**config.mk**
```make
export PLATFORM = sky130hd
export DESIGN_NAME = pc_seq_ctrl_flat
export DESIGN_NICKNAME = d
export VERILOG_FILES = /design/src/rtl/pc_seq_ctrl_if.sv /design/src/rtl/pc_seq_ctrl.sv /design/src/flat_wrapper.sv
export SDC_FILE = /design/constraint.sdc
export NUM_CORES = 1
export LEC_CHECK = 0
export ABC_AREA = 1
export CAP_MARGIN = 25
export CORE_MARGIN = 10
export CORE_UTILIZATION = 30
export CTS_CLUSTER_SIZE = 20
export DETAILED_ROUTE_END_ITERATION = 6
export PLACE_DENSITY_LB_ADDON = 0.3
export SLEW_MARGIN = 20
export SYNTH_ARGS = -nofsm -noshare
export SYNTH_HDL_FRONTEND = slang
export SYNTH_SLANG_ARGS = --single-unit
```
**constraint.sdc**
```tcl
create_clock -name clk -period 3.1 [get_ports clk]
set_clock_uncertainty 0.1 [all_clocks]
set_input_delay 0.465 -clock clk [delete_from_list [all_inputs] [get_ports clk]]
set_output_delay 0.465 -clock clk [all_outputs]
set_load 0.02 [all_outputs]
```
**src/rtl/pc_seq_ctrl_if.sv**
```systemverilog
`default_nettype none
// ============================================================================
// Module   : pc_seq_ctrl_if
// Brief    : Decoder/sequencer/counter signal bundle for pc_seq_ctrl.
// Revision : 1.0 - initial release
// ============================================================================
interface pc_seq_ctrl_if #(
   parameter int DEPTH = 4
) ();
   localparam int SPW = $clog2(DEPTH) + 1;

   logic           op_valid;
   logic [2:0]     op;
   logic [7:0]     target;
   logic           zero;
   logic [7:0]     cur_addr;
   logic           irq;
   logic           jump;
   logic [7:0]     jumpaddr;
   logic           halted;
   logic           in_isr;
   logic           irq_ack;
   logic           fault;
   logic [SPW-1:0] sp;

   // Decoder/counter side
   modport master (
      output op_valid, op, target, zero, cur_addr, irq,
      input  jump, jumpaddr, halted, in_isr, irq_ack, fault, sp
   );

   // Sequencer side
   modport slave (
      input  op_valid, op, target, zero, cur_addr, irq,
      output jump, jumpaddr, halted, in_isr, irq_ack, fault, sp
   );
endinterface
`default_nettype wire

```
**src/rtl/pc_seq_ctrl.sv**
```systemverilog
`default_nettype none
// ============================================================================
// Module   : pc_seq_ctrl
// Brief    : PC next-address sequencer with return stack, halt, IRQ and
//            stack-fault trap. Interrupt logic enabled by `PC_SEQ_IRQ_EN.
// Revision : 1.0 - initial release
// ============================================================================
module pc_seq_ctrl #(
   parameter int         DEPTH     = 4,
   parameter logic [7:0] IRQ_VEC   = 8'hF0,
   parameter logic [7:0] FAULT_VEC = 8'hFE
) (
   input wire logic       clk,
   input wire logic       rst,
   pc_seq_ctrl_if.slave   seq_if
);
   localparam int SPW = $clog2(DEPTH) + 1;
   localparam int AW  = $clog2(DEPTH);
   localparam logic [SPW-1:0] SP_FULL = SPW'(DEPTH);

`ifdef PC_SEQ_IRQ_EN
   localparam logic IRQ_EN = 1'b1;
`else
   localparam logic IRQ_EN = 1'b0;
`endif

   localparam logic [2:0] OP_NOP  = 3'd0;
   localparam logic [2:0] OP_JMP  = 3'd1;
   localparam logic [2:0] OP_JZ   = 3'd2;
   localparam logic [2:0] OP_JNZ  = 3'd3;
   localparam logic [2:0] OP_CALL = 3'd4;
   localparam logic [2:0] OP_RET  = 3'd5;
   localparam logic [2:0] OP_HALT = 3'd6;
   localparam logic [2:0] OP_RETI = 3'd7;

   typedef enum logic [0:0] {
      S_RUN    = 1'b0,
      S_HALTED = 1'b1
   } state_t;

   state_t         state_q, state_d;
   logic [SPW-1:0] sp_q, sp_d;
   logic           in_isr_q, in_isr_d;
   logic           fault_q, fault_d;
   logic [7:0]     stack_q [DEPTH];

   logic           w_jump;
   logic [7:0]     w_jumpaddr;
   logic           w_irq_ack;
   logic           w_push;
   logic           w_pop;
   logic           w_trap;
   logic [7:0]     w_push_data;
   logic [AW-1:0]  w_top_idx;
   logic           w_full;
   logic           w_empty;
   logic           w_irq_take;

   assign w_top_idx  = sp_q[AW-1:0] - 1'b1;
   assign w_full     = (sp_q == SP_FULL);
   assign w_empty    = (sp_q == '0);
   assign w_irq_take = IRQ_EN && seq_if.irq && !in_isr_q && !fault_q;

   always_comb begin
      w_jump      = 1'b0;
      w_jumpaddr  = 8'h00;
      w_irq_ack   = 1'b0;
      w_push      = 1'b0;
      w_pop       = 1'b0;
      w_trap      = 1'b0;
      w_push_data = 8'h00;
      state_d     = state_q;
      in_isr_d    = in_isr_q;
      fault_d     = fault_q;

      if (!rst) begin
         unique case (state_q)
            S_RUN: begin
               if (w_irq_take) begin
                  if (w_full) begin
                     w_trap = 1'b1;
                  end else begin
                     w_jump      = 1'b1;
                     w_jumpaddr  = IRQ_VEC;
                     w_push      = 1'b1;
                     w_push_data = seq_if.cur_addr;
                     in_isr_d    = 1'b1;
                     w_irq_ack   = 1'b1;
                  end
               end else if (seq_if.op_valid) begin
                  unique case (seq_if.op)
                     OP_NOP: w_jump = 1'b0;
                     OP_JMP: begin
                        w_jump     = 1'b1;
                        w_jumpaddr = seq_if.target;
                     end
                     OP_JZ: begin
                        w_jump     = seq_if.zero;
                        w_jumpaddr = seq_if.target;
                     end
                     OP_JNZ: begin
                        w_jump     = !seq_if.zero;
                        w_jumpaddr = seq_if.target;
                     end
                     OP_CALL: begin
                        if (w_full) begin
                           w_trap = 1'b1;
                        end else begin
                           w_jump      = 1'b1;
                           w_jumpaddr  = seq_if.target;
                           w_push      = 1'b1;
                           w_push_data = seq_if.cur_addr + 8'd1;
                        end
                     end
                     OP_RET, OP_RETI: begin
                        if (w_empty) begin
                           w_trap = 1'b1;
                        end else begin
                           w_jump     = 1'b1;
                           w_jumpaddr = stack_q[w_top_idx];
                           w_pop      = 1'b1;
                           if (IRQ_EN && seq_if.op == OP_RETI) begin
                              in_isr_d = 1'b0;
                           end
                        end
                     end
                     OP_HALT: begin
                        w_jump     = 1'b1;
                        w_jumpaddr = seq_if.cur_addr;
                        state_d    = S_HALTED;
                     end
                     default: w_jump = 1'b0;
                  endcase
               end
            end
            S_HALTED: begin
               w_jump     = 1'b1;
               w_jumpaddr = seq_if.cur_addr;
            end
            default: state_d = S_RUN;
         endcase

         // Stack faults override whatever the op decoded to
         if (w_trap) begin
            w_jump     = 1'b1;
            w_jumpaddr = FAULT_VEC;
            fault_d    = 1'b1;
            state_d    = S_HALTED;
         end
      end
   end

   always_comb begin
      sp_d = sp_q;
      if (w_push) begin
         sp_d = sp_q + 1'b1;
      end else if (w_pop) begin
         sp_d = sp_q - 1'b1;
      end
   end

   always_ff @(posedge clk) begin
      if (rst) begin
         state_q  <= S_RUN;
         sp_q     <= '0;
         in_isr_q <= 1'b0;
         fault_q  <= 1'b0;
      end else begin
         state_q  <= state_d;
         sp_q     <= sp_d;
         in_isr_q <= in_isr_d;
         fault_q  <= fault_d;
      end
   end

   always_ff @(posedge clk) begin
      if (w_push) begin
         stack_q[sp_q[AW-1:0]] <= w_push_data;
      end
   end

   assign seq_if.jump     = w_jump;
   assign seq_if.jumpaddr = w_jumpaddr;
   assign seq_if.irq_ack  = w_irq_ack;
   assign seq_if.halted   = (state_q == S_HALTED) && !rst;
   assign seq_if.in_isr   = IRQ_EN && in_isr_q;
   assign seq_if.fault    = fault_q;
   assign seq_if.sp       = sp_q;

endmodule
`default_nettype wire
```
**src/flat_wrapper.sv**
```systemverilog
// flat-port wrapper written by rule: the top's interface ports become plain ports
module pc_seq_ctrl_flat 
#(
   parameter int         DEPTH     = 4,
   parameter logic [7:0] IRQ_VEC   = 8'hF0,
   parameter logic [7:0] FAULT_VEC = 8'hFE
)
  (clk, rst, seq_if_op_valid, seq_if_op, seq_if_target, seq_if_zero, seq_if_cur_addr, seq_if_irq, seq_if_jump, seq_if_jumpaddr, seq_if_halted, seq_if_in_isr, seq_if_irq_ack, seq_if_fault, seq_if_sp);
  pc_seq_ctrl_if #(.DEPTH(DEPTH)) seq_if_i ();
  input wire logic clk;
  input wire logic rst;
  input wire logic [$bits(seq_if_i.op_valid)-1:0] seq_if_op_valid;
  input wire logic [$bits(seq_if_i.op)-1:0] seq_if_op;
  input wire logic [$bits(seq_if_i.target)-1:0] seq_if_target;
  input wire logic [$bits(seq_if_i.zero)-1:0] seq_if_zero;
  input wire logic [$bits(seq_if_i.cur_addr)-1:0] seq_if_cur_addr;
  input wire logic [$bits(seq_if_i.irq)-1:0] seq_if_irq;
  output wire logic [$bits(seq_if_i.jump)-1:0] seq_if_jump;
  output wire logic [$bits(seq_if_i.jumpaddr)-1:0] seq_if_jumpaddr;
  output wire logic [$bits(seq_if_i.halted)-1:0] seq_if_halted;
  output wire logic [$bits(seq_if_i.in_isr)-1:0] seq_if_in_isr;
  output wire logic [$bits(seq_if_i.irq_ack)-1:0] seq_if_irq_ack;
  output wire logic [$bits(seq_if_i.fault)-1:0] seq_if_fault;
  output wire logic [$bits(seq_if_i.sp)-1:0] seq_if_sp;
  assign seq_if_i.op_valid = seq_if_op_valid;
  assign seq_if_i.op = seq_if_op;
  assign seq_if_i.target = seq_if_target;
  assign seq_if_i.zero = seq_if_zero;
  assign seq_if_i.cur_addr = seq_if_cur_addr;
  assign seq_if_i.irq = seq_if_irq;
  assign seq_if_jump = seq_if_i.jump;
  assign seq_if_jumpaddr = seq_if_i.jumpaddr;
  assign seq_if_halted = seq_if_i.halted;
  assign seq_if_in_isr = seq_if_i.in_isr;
  assign seq_if_irq_ack = seq_if_i.irq_ack;
  assign seq_if_fault = seq_if_i.fault;
  assign seq_if_sp = seq_if_i.sp;
  pc_seq_ctrl #(.DEPTH(DEPTH), .IRQ_VEC(IRQ_VEC), .FAULT_VEC(FAULT_VEC)) u_core (.clk(clk), .rst(rst), .seq_if(seq_if_i));
endmodule
```
Word level (Yosys, flattened, before mapping)
Memory sizes are Yosys's and may differ from the RTL's.
Cells that the tools add are included.
- reduce and logical (&&, ||, !) cells: 9
- multiplexer cells: 41
- add/subtract/negate cells: 4
- equal/unequal tests: 8
- bitwise operators: 1
- operators with widths (operator ; count):
    $mux W8 ; 10
    $pmux W8 S4 ; 1
    $mux W1 ; 24
    $pmux W8 S2 ; 1
    $eq A3 B3 Y1 const B ; 5
    $add A8 B1 Y8 const B ; 1
    $eq A3 B2 Y1 const B ; 2
    $logic_not A3 Y1 ; 2
    $mux W3 ; 2
    $pmux W1 S6 ; 1
    $pmux W1 S2 ; 2
    $reduce_or A2 Y1 ; 2
    $add A3 B1 Y3 const B ; 1
    $eq A3 B1 Y1 const B ; 1
    $reduce_or A3 Y1 ; 1
    $sub A3 B1 Y3 const B ; 1
    $logic_not A1 Y1 ; 2
    $reduce_bool A2 Y1 ; 1
    $sub A2 B1 Y2 const B ; 1
    $logic_and A1 B1 Y1 ; 1
    $not A1 Y1 ; 1
- bits of input ports: 24
- memories kept: 1
- bits in writable memories: 32
- flip-flop bits (word level): 5
- memories (name ; depth ; bits a word ; read ports ; clocked after memory_dff ; wr ports ; line ; text):
    u_core.stack_q ; 4 ; 8 ; 1 ; 0 ; 1 ; pc_seq_ctrl.sv:45 ; logic [7:0] stack_q [DEPTH];

Longest topological paths before layout
- word-level depth: 8
- mapped depth: 13
- gate-level depth less buffers: 10

Worst setup path after synthesis
No wires, ideal clock.
- path kind: register -> output
- start point: register u_core.sp_q[0], in the netlist u_core.seq_if.sp[0]
- end point: output seq_if_jumpaddr[0]
- data required time: 2.535 ns
- arrival: 2.256 ns
- cell stages (with the launch flop): 12
- path buffers: 3
- setup slack: 0.279 ns
- cells stage by stage: dfxtp_1 buf_4 inv_2 buf_2 ha_1 clkbuf_1 inv_1 nand3_1 nand3_1 nand3_1 nand2_1 a21oi_1
- longest elaborated chain between the ends: 8
- elaborated cells between the ends (all ways): 17
- those cells by class: add/sub: 1; eq/ne: 1; mux: 13; reduce/logical: 1; memory: 1
- ends and longest elaborated chain (item ; line ; text):
    from (decl) ; pc_seq_ctrl.sv:42 ; logic [SPW-1:0] sp_q, sp_d;
    from (signal assigned) ; pc_seq_ctrl.sv:170 ; sp_q <= sp_d;
    $sub A2 B1 Y2 (tied with other cells) ; pc_seq_ctrl.sv:59 ; assign w_top_idx = sp_q[AW-1:0] - 1'b1;
    $mem_v2 Z4 W8 (tied with other cells) ; n/a ;
    $mux W8 or $pmux W1 S2 (tied branches) ; pc_seq_ctrl.sv:116, pc_seq_ctrl.sv:91 ;
    $pmux W8 S4 or $mux W1 (tied branches) ; pc_seq_ctrl.sv:91, pc_seq_ctrl.sv:90 ;
    $mux W8 or $mux W1 (tied branches) ; pc_seq_ctrl.sv:90, pc_seq_ctrl.sv:77 ;
    $pmux W8 S2 or $mux W1 (tied branches) ; pc_seq_ctrl.sv:77, pc_seq_ctrl.sv:76 ;
    $mux W8 * ; pc_seq_ctrl.sv:144 ; if (w_trap) begin
    $mux W8 * ; pc_seq_ctrl.sv:76 ; if (!rst) begin
    to (decl) ; flat_wrapper.sv:19 ; output wire logic [$bits(seq_if_i.jumpaddr)-1:0] seq_if_jumpaddr;
Every way passes the cells marked *; elsewhere a longest branch is shown, timed or not. The select of a mux whose other input is x is not followed.

Worst setup path in the final report
- start point: input seq_if_op[0]
- end point: output seq_if_jump
- longest elaborated chain between the ends: 8
- elaborated cells between the ends (all ways): 19
- those cells by class: eq/ne: 7; mux: 9; reduce/logical: 3
- ends and longest elaborated chain (item ; line ; text):
    from (decl) ; flat_wrapper.sv:13 ; input wire logic [$bits(seq_if_i.op)-1:0] seq_if_op;
    $eq A3 B3 Y1 ; pc_seq_ctrl.sv:91 ; unique case (seq_if.op)
    $reduce_or A2 Y1 ; pc_seq_ctrl.sv:91 ;
    $pmux W1 S2 ; pc_seq_ctrl.sv:91 ;
    $mux W1 ; pc_seq_ctrl.sv:90 ; end else if (seq_if.op_valid) begin
    $mux W1 ; pc_seq_ctrl.sv:77 ; unique case (state_q)
    $mux W1 ; pc_seq_ctrl.sv:76 ;
    $mux W1 * ; pc_seq_ctrl.sv:144 ;
    $mux W1 * ; pc_seq_ctrl.sv:76 ;
    to (decl) ; flat_wrapper.sv:18 ; output wire logic [$bits(seq_if_i.jump)-1:0] seq_if_jump;
Marks and branches as above.

==> summary.txt <==
Outcome
  • Status: finished clean

Synthesis
  • Multiplexer area fraction after synthesis: 0%
  • Instance count of the mapped netlist: 293
  • Post-synthesis adder-cell area fraction: 3.65%
  • Compound-Gate Fraction of Synth Area: 9.91%
  • Synth Warn #: 0
  • Post-synthesis average cell area: 7.71 um^2
  • Distinct cells, synth: 28
  • Sequential share of the synthesized area: 47.0%
  • Dominant combinational cell family by area after synthesis: simple AND/OR/NAND/NOR gates
  • Number of flip-flops and latches in the synthesized netlist: 37
  • Post-synthesis cell area: 0.00226 mm^2
  • Xor and xnor fraction of the mapped netlist area: 0.775%
  • Basic-gate share of the synthesized area counting and, or, nand and nor cells: 27.9%

Critical path
  • Critical path peak fanout: 9
  • Crit start category: input port
  • CP arrival: 2.43 ns
  • Critical setup path kind: input port to output pin
  • Data required time of the worst path: 2.53 ns
  • Crit end category: output pin
  • Worst reg2reg setup slack: 1.04 ns

Global route
  • First-pass GRT wire length: 9250 um
  • Maximum number of pins on one net before global-route repair: 23
  • Overall track demand over capacity in global routing: 10.0%
  • Antenna violations before repair: 0
  • Total congestion overflow: 0
  • Number of global-route vias before repair: 1,971

Clock tree
  • CTS tree: done
  • Root Buffer Master: sky130_fd_sc_hd__clkbuf_8
  • PostCTS Resize Cnt: 0
  • Maximum buffer depth of the clock tree: 2
  • Count of clock tree sinks: 37
  • Number of H-tree levels: 2
  • Total CTS buffers: 5
  • Clock input transition at the sequential cells of the worst setup and hold paths: 0.08 ns
  • Clk Latency, worst-skew pair: 0.29 ns
  • Post-CTS Setup Repair Bufs: 0
  • Hold buffer count at CTS: 0

Die
  • Effective utilization at floorplan: 31.0%
  • I/O pin total: 40
  • DIE HEIGHT: 107 um
  • DIE AREA: 0.0114 mm^2
  • Die Span X: 107 um
  • Standard-cell row count: 31
  • Core area: 0.00729 mm^2

Layout
  • Number of antenna diodes: 0
  • Layout cells sized above 1: 10.1%
  • Number of nets in the layout: 374
  • Area growth syn-to-layout: 30.6%

STA
  • Number of endpoints with negative hold slack in the final report: 0
  • Setup TNS after final layout: 0 ns
  • Post-route fraction of the period consumed by the critical path: 96.5%
  • Setup repair after global routing missed its margin: false
  • Final worst-path setup slack: 0.108 ns
  • Period minus WS final: 2.99 ns
  • Achievable frequency: 0.334 GHz
  • Number of setup violations in the final report: 0
  • Final number of max-transition violations: 0

Placed design
  • Worst setup timing slack at the placement stage: 0.0477 ns
  • HPWL Detailed: 4190 um
  • Routability-driven placement congestion ratio: 0.776
  • Quantity of I/O buffers inserted on ports: 36

Routing
  • Detailed Routing Iterations Pass 1: 5
  • Routed via count: 1,963
  • Via density: 4.42
  • Post-detailed-route count of antenna-violating nets: 0
  • Detailed-route wire length per cell: 12.6 um
  • Total wire length: 5590 um
  • Total DRC errors in the routed layout: 0
  • Initial detailed-routing violation count: 103

Job
  • # Max-Cap Violations: 0

Min path
  • Hold crit path type: flip-flop to flip-flop

Power
  • Worst-case vdd ir drop: 0.177 mV
  • Power density over the cells: 384 mW/mm^2
  • Leakage component of the power: 1.41 nW
report_power, final:
group          internal (mW)  switching (mW)  total [mW]
combinational         0.0803          0.0986       0.179
clock                  0.237           0.174       0.410
sequential             0.539         0.00505       0.544
layer usage:
metal  up-vias  share of wire (%)  GRT usage [%]
met2        28                 48           16.2
met3         4                4.4           2.99
met5         -                  0              0
met1       900                 47           12.7
met4         0               0.52           2.61
li1       1031                  -              -
critical path: stages:
cell                              delay [ns]
sky130_fd_sc_hd__clkdlybuf4s50_1        0.50
sky130_fd_sc_hd__nor2_1                 0.21
sky130_fd_sc_hd__nand2_1                0.12
sky130_fd_sc_hd__o22ai_2                0.10
sky130_fd_sc_hd__buf_4                  0.18
sky130_fd_sc_hd__a21oi_1                0.09
sky130_fd_sc_hd__a21oi_1                0.16
sky130_fd_sc_hd__clkdlybuf4s50_1        0.62
synth_stat cells:
cell / n / area, um^2
sky130_fd_sc_hd__nand3b_1: 1 / 7.51
sky130_fd_sc_hd__nor2_1: 19 / 71.3
sky130_fd_sc_hd__fa_1: 1 / 20.0
sky130_fd_sc_hd__buf_2: 4 / 20.0
sky130_fd_sc_hd__a21oi_4: 1 / 16.3
sky130_fd_sc_hd__xnor2_1: 1 / 8.76
sky130_fd_sc_hd__a211oi_2: 1 / 12.5
sky130_fd_sc_hd__conb_1: 1 / 3.75
sky130_fd_sc_hd__inv_2: 3 / 11.3
sky130_fd_sc_hd__clkbuf_1: 2 / 7.51
sky130_fd_sc_hd__inv_1: 47 / 176
sky130_fd_sc_hd__edfxtp_1: 32 / 961
sky130_fd_sc_hd__nor3_1: 1 / 5.00
sky130_fd_sc_hd__nor3_2: 1 / 10.0
sky130_fd_sc_hd__a21oi_1: 19 / 95.1
sky130_fd_sc_hd__nand2_2: 3 / 18.8
sky130_fd_sc_hd__nand2_1: 92 / 345
sky130_fd_sc_hd__o21ai_0: 5 / 25.0
sky130_fd_sc_hd__o22ai_2: 1 / 12.5
sky130_fd_sc_hd__clkinv_1: 1 / 3.75
sky130_fd_sc_hd__o21ai_1: 2 / 10.0
sky130_fd_sc_hd__nor2_2: 1 / 6.26
sky130_fd_sc_hd__nand3_1: 33 / 165
sky130_fd_sc_hd__dfxtp_1: 5 / 100
sky130_fd_sc_hd__xor2_1: 1 / 8.76
sky130_fd_sc_hd__a21boi_0: 7 / 52.6
sky130_fd_sc_hd__buf_4: 3 / 22.5
sky130_fd_sc_hd__ha_1: 5 / 62.6
cells in the final DEF, fill, tap and decap left out:
master and instances:
sky130_fd_sc_hd__conb_1 2, sky130_fd_sc_hd__fa_1 1, sky130_fd_sc_hd__nand2_2 3, sky130_fd_sc_hd__nand3b_1 1
sky130_fd_sc_hd__xnor2_1 1, sky130_fd_sc_hd__bufinv_16 1, sky130_fd_sc_hd__o21ai_1 2, sky130_fd_sc_hd__nor2_1 19
sky130_fd_sc_hd__nor3_1 1, sky130_fd_sc_hd__clkinv_1 2, sky130_fd_sc_hd__nand2_1 92, sky130_fd_sc_hd__clkdlybuf4s50_1 27
sky130_fd_sc_hd__a21boi_0 7, sky130_fd_sc_hd__dlymetal6s2s_1 9, sky130_fd_sc_hd__xor2_1 1, sky130_fd_sc_hd__a21oi_1 19
sky130_fd_sc_hd__clkbuf_8 5, sky130_fd_sc_hd__ha_1 5, sky130_fd_sc_hd__a21oi_4 1, sky130_fd_sc_hd__inv_2 4
sky130_fd_sc_hd__edfxtp_1 32, sky130_fd_sc_hd__nor2_2 1, sky130_fd_sc_hd__nand3_1 33, sky130_fd_sc_hd__buf_4 16
sky130_fd_sc_hd__nor3_2 1, sky130_fd_sc_hd__inv_1 46, sky130_fd_sc_hd__a211oi_2 1, sky130_fd_sc_hd__clkinvlp_4 1
sky130_fd_sc_hd__o22ai_2 1, sky130_fd_sc_hd__o21ai_0 5, sky130_fd_sc_hd__dfxtp_1 5
path summary, 6_finish.rpt:
path / cells after the start / startpoint / endpoint
worst max register to register: 8 / u_core.seq_if.sp[0]$_SDFFE_PP0P_ / u_core.stack_q[1][6]$_DFFE_PP_
worst min-delay path: 2 / u_core.seq_if.fault$_SDFFE_PP0P_ / u_core.seq_if.fault$_SDFFE_PP0P_
worst max-delay path: 8 / seq_if_op[0] / seq_if_jump
worst min register to register: 2 / u_core.seq_if.fault$_SDFFE_PP0P_ / u_core.seq_if.fault$_SDFFE_PP0P_
state kept, by name, summed over array words and instances, names as in the netlist:
name / cells
u_core.seq_if.fault: 1
u_core.state_q: 1
u_core.seq_if.sp: 3
u_core.stack_q: 32
stage by stage:
step	utilization, %	instances	hold WS, ns	total power [mW]	area, um^2
floorplan	-	294	0.420	0.648	2260
global placement	38.6	436	0.340	0.735	2820
detailed placement	38.6	436	0.350	0.737	2820
CTS	40.2	444	0.367	1.14	2930
global route	40.5	444	0.416	1.19	2950
finish	40.5	444	0.364	1.13	2950
final cells by class:
class                      instances  area (um^2)
clock inverter                     3         41.3
fill                             763         4340
sequential                        37         1060
tap                               99          124
clock buffer                       5         68.8
inverter                          51          191
timing repair buffer              52          503
multi-input combinational        197          961
kinds of logic (layout without fill, tap and decap cells):
kind of cell | Yosys count | count (layout)
flip-flops | 37 | 37
AND/OR/NAND/NOR | 151 | 151
AO/OA/AOI/OAI | 36 | 36
buffers and inverters | 60 | 111
other | 1 | 2
adder cells (fa/ha/maj) | 6 | 6
XOR/XNOR | 2 | 2
(Power assumes the default switching activity.)
